`src/rtl/mem_rd_arbiter.sv`:
```
// Round-robin arbiter/sequencer for the shared wait-state memory read port.
// Optional DLY-timeout abort is enabled by defining MEM_RD_ARB_TIMEOUT_EN.
module mem_rd_arbiter #(
    parameter int N_REQ    = 4,
    parameter int ADDR_W   = 8,
    parameter int MAX_WAIT = 15
) (
    input  logic                      clk,
    input  logic                      rst,
    input  logic [N_REQ-1:0]          req,
    input  logic [N_REQ*ADDR_W-1:0]   req_addr,
    output logic [N_REQ-1:0]          gnt,
    output logic [N_REQ-1:0]          ds,
    output logic                      mem_rd,
    output logic [ADDR_W-1:0]         mem_addr,
    input  logic                      mem_ws,
    output logic                      timeout_err
);

    localparam int PTR_W = (N_REQ > 1) ? $clog2(N_REQ) : 1;

    // Three-bit encoding leaves spare codes so an upset state recovers to IDLE.
    typedef enum logic [2:0] {
        S_IDLE = 3'd0,
        S_READ = 3'd1,
        S_DLY  = 3'd2,
        S_DONE = 3'd3
    } state_t;

    if (N_REQ < 2 || N_REQ > 8 || MAX_WAIT < 2) begin : g_param_check
        $error("mem_rd_arbiter: unsupported N_REQ/MAX_WAIT");
    end

    state_t              state_q, state_d;
    logic [N_REQ-1:0]    gnt_q, gnt_d;
    logic [N_REQ-1:0]    ds_q, ds_d;
    logic                mem_rd_q, mem_rd_d;
    logic [ADDR_W-1:0]   mem_addr_q, mem_addr_d;
    logic [PTR_W-1:0]    rr_ptr_q, rr_ptr_d;
    logic [PTR_W-1:0]    win_q, win_d;

    logic [ADDR_W-1:0]   addr_arr [N_REQ];
    logic                win_found;
    logic [PTR_W-1:0]    win_idx;
    logic [N_REQ-1:0]    win_onehot;
    logic [PTR_W-1:0]    rr_next;

`ifdef MEM_RD_ARB_TIMEOUT_EN
    localparam int WC_W = $clog2(MAX_WAIT + 1);
    localparam logic [WC_W-1:0] WAIT_LAST = WC_W'(MAX_WAIT - 1);
    localparam logic [WC_W-1:0] WAIT_MAX  = WC_W'(MAX_WAIT);
    logic [WC_W-1:0]     wait_cnt_q, wait_cnt_d;
    logic                timeout_err_q, timeout_err_d;
`endif

    genvar gi;
    generate
        for (gi = 0; gi < N_REQ; gi++) begin : g_addr_unpack
            assign addr_arr[gi] = req_addr[gi*ADDR_W +: ADDR_W];
        end
    endgenerate

    // First requester at or above rr_ptr, wrapping modulo N_REQ.
    always_comb begin
        int j;
        win_found = 1'b0;
        win_idx   = '0;
        j         = 0;
        for (int k = 0; k < N_REQ; k++) begin
            j = int'(rr_ptr_q) + k;
            if (j >= N_REQ) begin
                j = j - N_REQ;
            end
            if (!win_found && req[PTR_W'(j)]) begin
                win_found = 1'b1;
                win_idx   = PTR_W'(j);
            end
        end
    end

    always_comb begin
        win_onehot          = '0;
        win_onehot[win_idx] = 1'b1;
    end

    assign rr_next = (win_q == PTR_W'(N_REQ - 1)) ? '0 : win_q + 1'b1;

    always_comb begin
        state_d    = state_q;
        gnt_d      = gnt_q;
        ds_d       = '0;
        mem_rd_d   = 1'b0;
        mem_addr_d = mem_addr_q;
        rr_ptr_d   = rr_ptr_q;
        win_d      = win_q;
`ifdef MEM_RD_ARB_TIMEOUT_EN
        wait_cnt_d    = wait_cnt_q;
        timeout_err_d = 1'b0;
`endif
        case (state_q)
            S_IDLE: begin
                gnt_d      = '0;
                mem_addr_d = '0;
                if (win_found) begin
                    state_d    = S_READ;
                    gnt_d      = win_onehot;
                    mem_addr_d = addr_arr[win_idx];
                    mem_rd_d   = 1'b1;
                    win_d      = win_idx;
                end
            end
            S_READ: begin
                state_d  = S_DLY;
                mem_rd_d = 1'b1;
            end
            S_DLY: begin
                if (mem_ws) begin
`ifdef MEM_RD_ARB_TIMEOUT_EN
                    if (wait_cnt_q != WAIT_MAX) begin
                        wait_cnt_d = wait_cnt_q + 1'b1;
                    end
                    if (wait_cnt_q == WAIT_LAST) begin
                        state_d       = S_DONE;
                        ds_d          = gnt_q;
                        timeout_err_d = 1'b1;
                    end else begin
                        state_d  = S_READ;
                        mem_rd_d = 1'b1;
                    end
`else
                    state_d  = S_READ;
                    mem_rd_d = 1'b1;
`endif
                end else begin
                    state_d = S_DONE;
                    ds_d    = gnt_q;
                end
            end
            S_DONE: begin
                state_d    = S_IDLE;
                gnt_d      = '0;
                mem_addr_d = '0;
                rr_ptr_d   = rr_next;
`ifdef MEM_RD_ARB_TIMEOUT_EN
                wait_cnt_d = '0;
`endif
            end
            default: begin
                state_d    = S_IDLE;
                gnt_d      = '0;
                mem_addr_d = '0;
`ifdef MEM_RD_ARB_TIMEOUT_EN
                wait_cnt_d = '0;
`endif
            end
        endcase
    end

    always_ff @(posedge clk or posedge rst) begin
        if (rst) begin
            state_q    <= S_IDLE;
            gnt_q      <= '0;
            ds_q       <= '0;
            mem_rd_q   <= 1'b0;
            mem_addr_q <= '0;
            rr_ptr_q   <= '0;
            win_q      <= '0;
`ifdef MEM_RD_ARB_TIMEOUT_EN
            wait_cnt_q    <= '0;
            timeout_err_q <= 1'b0;
`endif
        end else begin
            state_q    <= state_d;
            gnt_q      <= gnt_d;
            ds_q       <= ds_d;
            mem_rd_q   <= mem_rd_d;
            mem_addr_q <= mem_addr_d;
            rr_ptr_q   <= rr_ptr_d;
            win_q      <= win_d;
`ifdef MEM_RD_ARB_TIMEOUT_EN
            wait_cnt_q    <= wait_cnt_d;
            timeout_err_q <= timeout_err_d;
`endif
        end
    end

    assign gnt      = gnt_q;
    assign ds       = ds_q;
    assign mem_rd   = mem_rd_q;
    assign mem_addr = mem_addr_q;
`ifdef MEM_RD_ARB_TIMEOUT_EN
    assign timeout_err = timeout_err_q;
`else
    assign timeout_err = 1'b0;
`endif

endmodule

```
`config.mk`:
```
export PLATFORM = sky130hd
export DESIGN_NAME = mem_rd_arbiter
export DESIGN_NICKNAME = d
export VERILOG_FILES = /design/src/rtl/mem_rd_arbiter.sv
export SDC_FILE = /design/constraint.sdc
export NUM_CORES = 1
export LEC_CHECK = 0
export ABC_AREA = 0
export CORE_UTILIZATION = 42
export CTS_CLUSTER_SIZE = 12
export DETAILED_ROUTE_END_ITERATION = 10
export GPL_ROUTABILITY_DRIVEN = 0
export GPL_TIMING_DRIVEN = 0
export MAX_ROUTING_LAYER = met4
export PLACE_DENSITY = 0.86
export RECOVER_POWER = 50
export SLEW_MARGIN = 20
export SYNTH_ARGS = -nofsm -noshare
export SYNTH_HDL_FRONTEND = slang
export SYNTH_SLANG_ARGS = --single-unit
```
`constraint.sdc`:
```
create_clock -name clk -period 2.36 [get_ports clk]
set_clock_uncertainty 0.15 [all_clocks]
set_input_delay 0.236 -clock clk [delete_from_list [all_inputs] [get_ports clk]]
set_output_delay 0.236 -clock clk [all_outputs]
set_load 0.1 [all_outputs]
```
==> flow_summary.json <==
{
  "postRouteAntennaNets": 0,
  "async_reset_ff_share_pct": 100,
  "gr-total-overflow": 0,
  "worstMarginPinSlew_ns": 0.990,
  "avgRoutedWirePerCell_um": 14.8,
  "total_power_w": 0.00241,
  "cp_slowest_stage_delay_ns": 1.15,
  "start_util_pct": 44.2,
  "fmax_ghz": 0.445,
  "cts.repair.resized": 0,
  "placed_cell_area_mm2": 0.00193,
  "yosysSeqAreaShare_pct": 43.0,
  "core_area_mm2": 0.00303,
  "ys_types": 39,
  "tns_ns": 0,
  "drt-pass1-iter-count": 4,
  "fin_crit_ns": 2.25,
  "drt_wl_total_mm": 3.34,
  "cts_buffer_depth": 2,
  "drt_iter0_drc": 46,
  "synth_area_leaders": "dfrtp_1, mux2i_1, ha_1",
  "grt_pass1_vias": 1241,
  "die_area_mm2": 0.00342,
  "synth_edf_count": 0,
  "crit_required_ns": 1.97,
  "maxCapViolCount": 0,
  "fin_crit_sh_pct": 95.3,
  "synthCells": 124,
  "rsz0062_at_grt": "false",
  "slew_headroom_pct": 33.8,
  "rows": 20,
  "synth-main-ff-cell": "dfrtp_1",
  "peakVddDrop_uv": 595,
  "drc": 0,
  "status": "finished clean",
  "clock_sinks": 23,
  "final_area_mm2": 0.00196,
  "critPathCaptureType": "output pin",
  "io_buffers": 54,
  "die_h_um": 58.5,
  "fin_util_pct": 64.8,
  "hold_viol": 0,
  "finalSetupViolCount": 0,
  "cts_tree": "built",
  "insertion_delay_ns": 0.31,
  "antenna_found_initial": 0,
  "layout-drive-gt1-share_pct": 9.34,
  "hold_buffers": 0,
  "synth_warnings": 0,
  "final_nets": 228,
  "cp_slowest_cell": "clkdlybuf4s50_1",
  "hpwlAfterDp_mm": 2.65,
  "hold_path.class": "input port to flip-flop",
  "grt_pass1_wl_mm": 5.48,
  "grt_max_degree": 24,
  "cts-htree-levels": 1,
  "crit_path_start_kind": "flip-flop",
  "avgSynthCellArea_um2": 10.8,
  "syn_nets": 169,
  "cts-root-buf": "clkbuf_4",
  "yosysTopAreaCell": "dfrtp_1",
  "syn2layout_area_growth_pct": 46.5,
  "ios": 57,
  "synth_top_area_share_pct": 43.0,
  "vias": 1212,
  "worst-path-buf-inv": 1,
  "num_antenna_cells": 0,
  "path_delay_family": "buffers and inverters",
  "ys_ff_latch": 23,
  "path_cells": "clkdlybuf4s50_1",
  "cts_buffers": 3,
  "report.final.slew_viol_count": 0,
  "grtUsageTotal_pct": 21.9,
  "post_cts_buffers": 0,
  "cp_max_fo": 3,
  "viasPerCell": 5.36,
  "worst-setup-path-type": "flip-flop to output pin",
  "leakage_nw": 0.891,
  "syn-cell-area_mm2": 0.00134,
  "cp.arrival_ns": 1.86,
  "power_density_mw_per_mm2": 1230,
  "cts.clk_slew.worst_paths_ns": 0.13,
  "die_width_um": 58.5
}
==> sequential cells by signal, summed over array words and instances, names as in the netlist <==
register and count:
rr_ptr_q 2, mem_rd 1, ds 4, win_q 2, gnt 4, state_q 2
mem_addr 8
==> through the flow <==
stage	setup slack [ns]	hold slack, ns	cells
floorplan	0.602	0.0879	124
global placement	0.0255	0.332	222
detailed placement	-0.00237	0.334	222
CTS	0.114	0.260	226
global route	0.0539	0.299	226
finish	0.112	0.260	226
==> final cells by class <==
class	instances	area [um2]
well taps	44	55.1
plain buffers	5	41.3
inverters	9	33.8
clock inverters	1	5.00
multi-input cells	87	688
clock buffers	3	22.5
flip-flops and latches	23	576
repair buffers	54	541
fillers	243	1070
==> cell families after synthesis <==
| group | share of synthesized area (%) |
|---|---|
| AOI/OAI and AO/OA | 23.1 |
| and+or+nand+nor | 11.1 |
| DFF | 43.0 |
| muxes | 11.3 |
| buffers and inverters | 5.61 |
| adders and majority gates | 5.61 |
| other | 0.280 |
==> synthesized netlist by cell type, drive strengths merged, types with 2 or more instances <==
cell type  count
dfrtp         23
nand2         17
mux2i         14
inv            9
o221ai         9
ha             6
o21ai          6
a32oi          4
and2           4
buf            4
a21oi          3
nor2b          3
nor2           2
==> power breakdown <==
part / total, W / switching, W / internal [W]
clock: 0.000184 / 0.000121 / 0.0000633
sequential: 0.000628 / 0.000100 / 0.000528
combinational: 0.00160 / 0.00108 / 0.000521
==> worst min-delay path, delay by kind of cell <==
kind | cells | cell delay (ns)
AOI/OAI and AO/OA | 1 | 0.14
buffers and inverters | 1 | 0.19
and+or+nand+nor | 2 | 0.13
==> layer usage <==
metal	wire length (um)	track usage, %	vias to the layer above	part of all wire [%]
met2	1740	37.8	50	52
met1	1390	25.9	582	42
met5	0	-	-	0
met3	147	2.64	6	4.4
met4	61	8.84	0	1.8
li1	-	-	574	-
==> cells in the final DEF, fill, tap and decap left out, drive strengths merged, types with 2 or more instances in the layout <==
cell type / netlist / layout
dfrtp: 23 / 23
nor2b: 3 / 3
inv: 9 / 9
mux2i: 14 / 14
ha: 6 / 6
buf: 4 / 4
nor2: 2 / 2
a21oi: 3 / 3
clkbuf: 1 / 4
a32oi: 4 / 4
o21ai: 6 / 6
nand2: 17 / 17
dlygate4sd3: 0 / 2
and2: 4 / 4
o221ai: 9 / 9
clkdlybuf4s50: 0 / 52
==> worst paths after layout <==
path,to,slack (ns),depth (start not counted),from
setup / recovery,gnt[1],0.11,1,gnt[1]
hold / removal,win_q[0],0.26,4,req[1]
setup reg to reg,mem_addr[6],0.17,6,state_q[0]
hold reg to reg,mem_addr[3],0.37,2,mem_addr[3]
max in group asynchronous,state_q[1],1.18,2,rst
min in group asynchronous,mem_addr[2],0.37,2,rst
No activity file was read; power rests on OpenSTA's default activity.
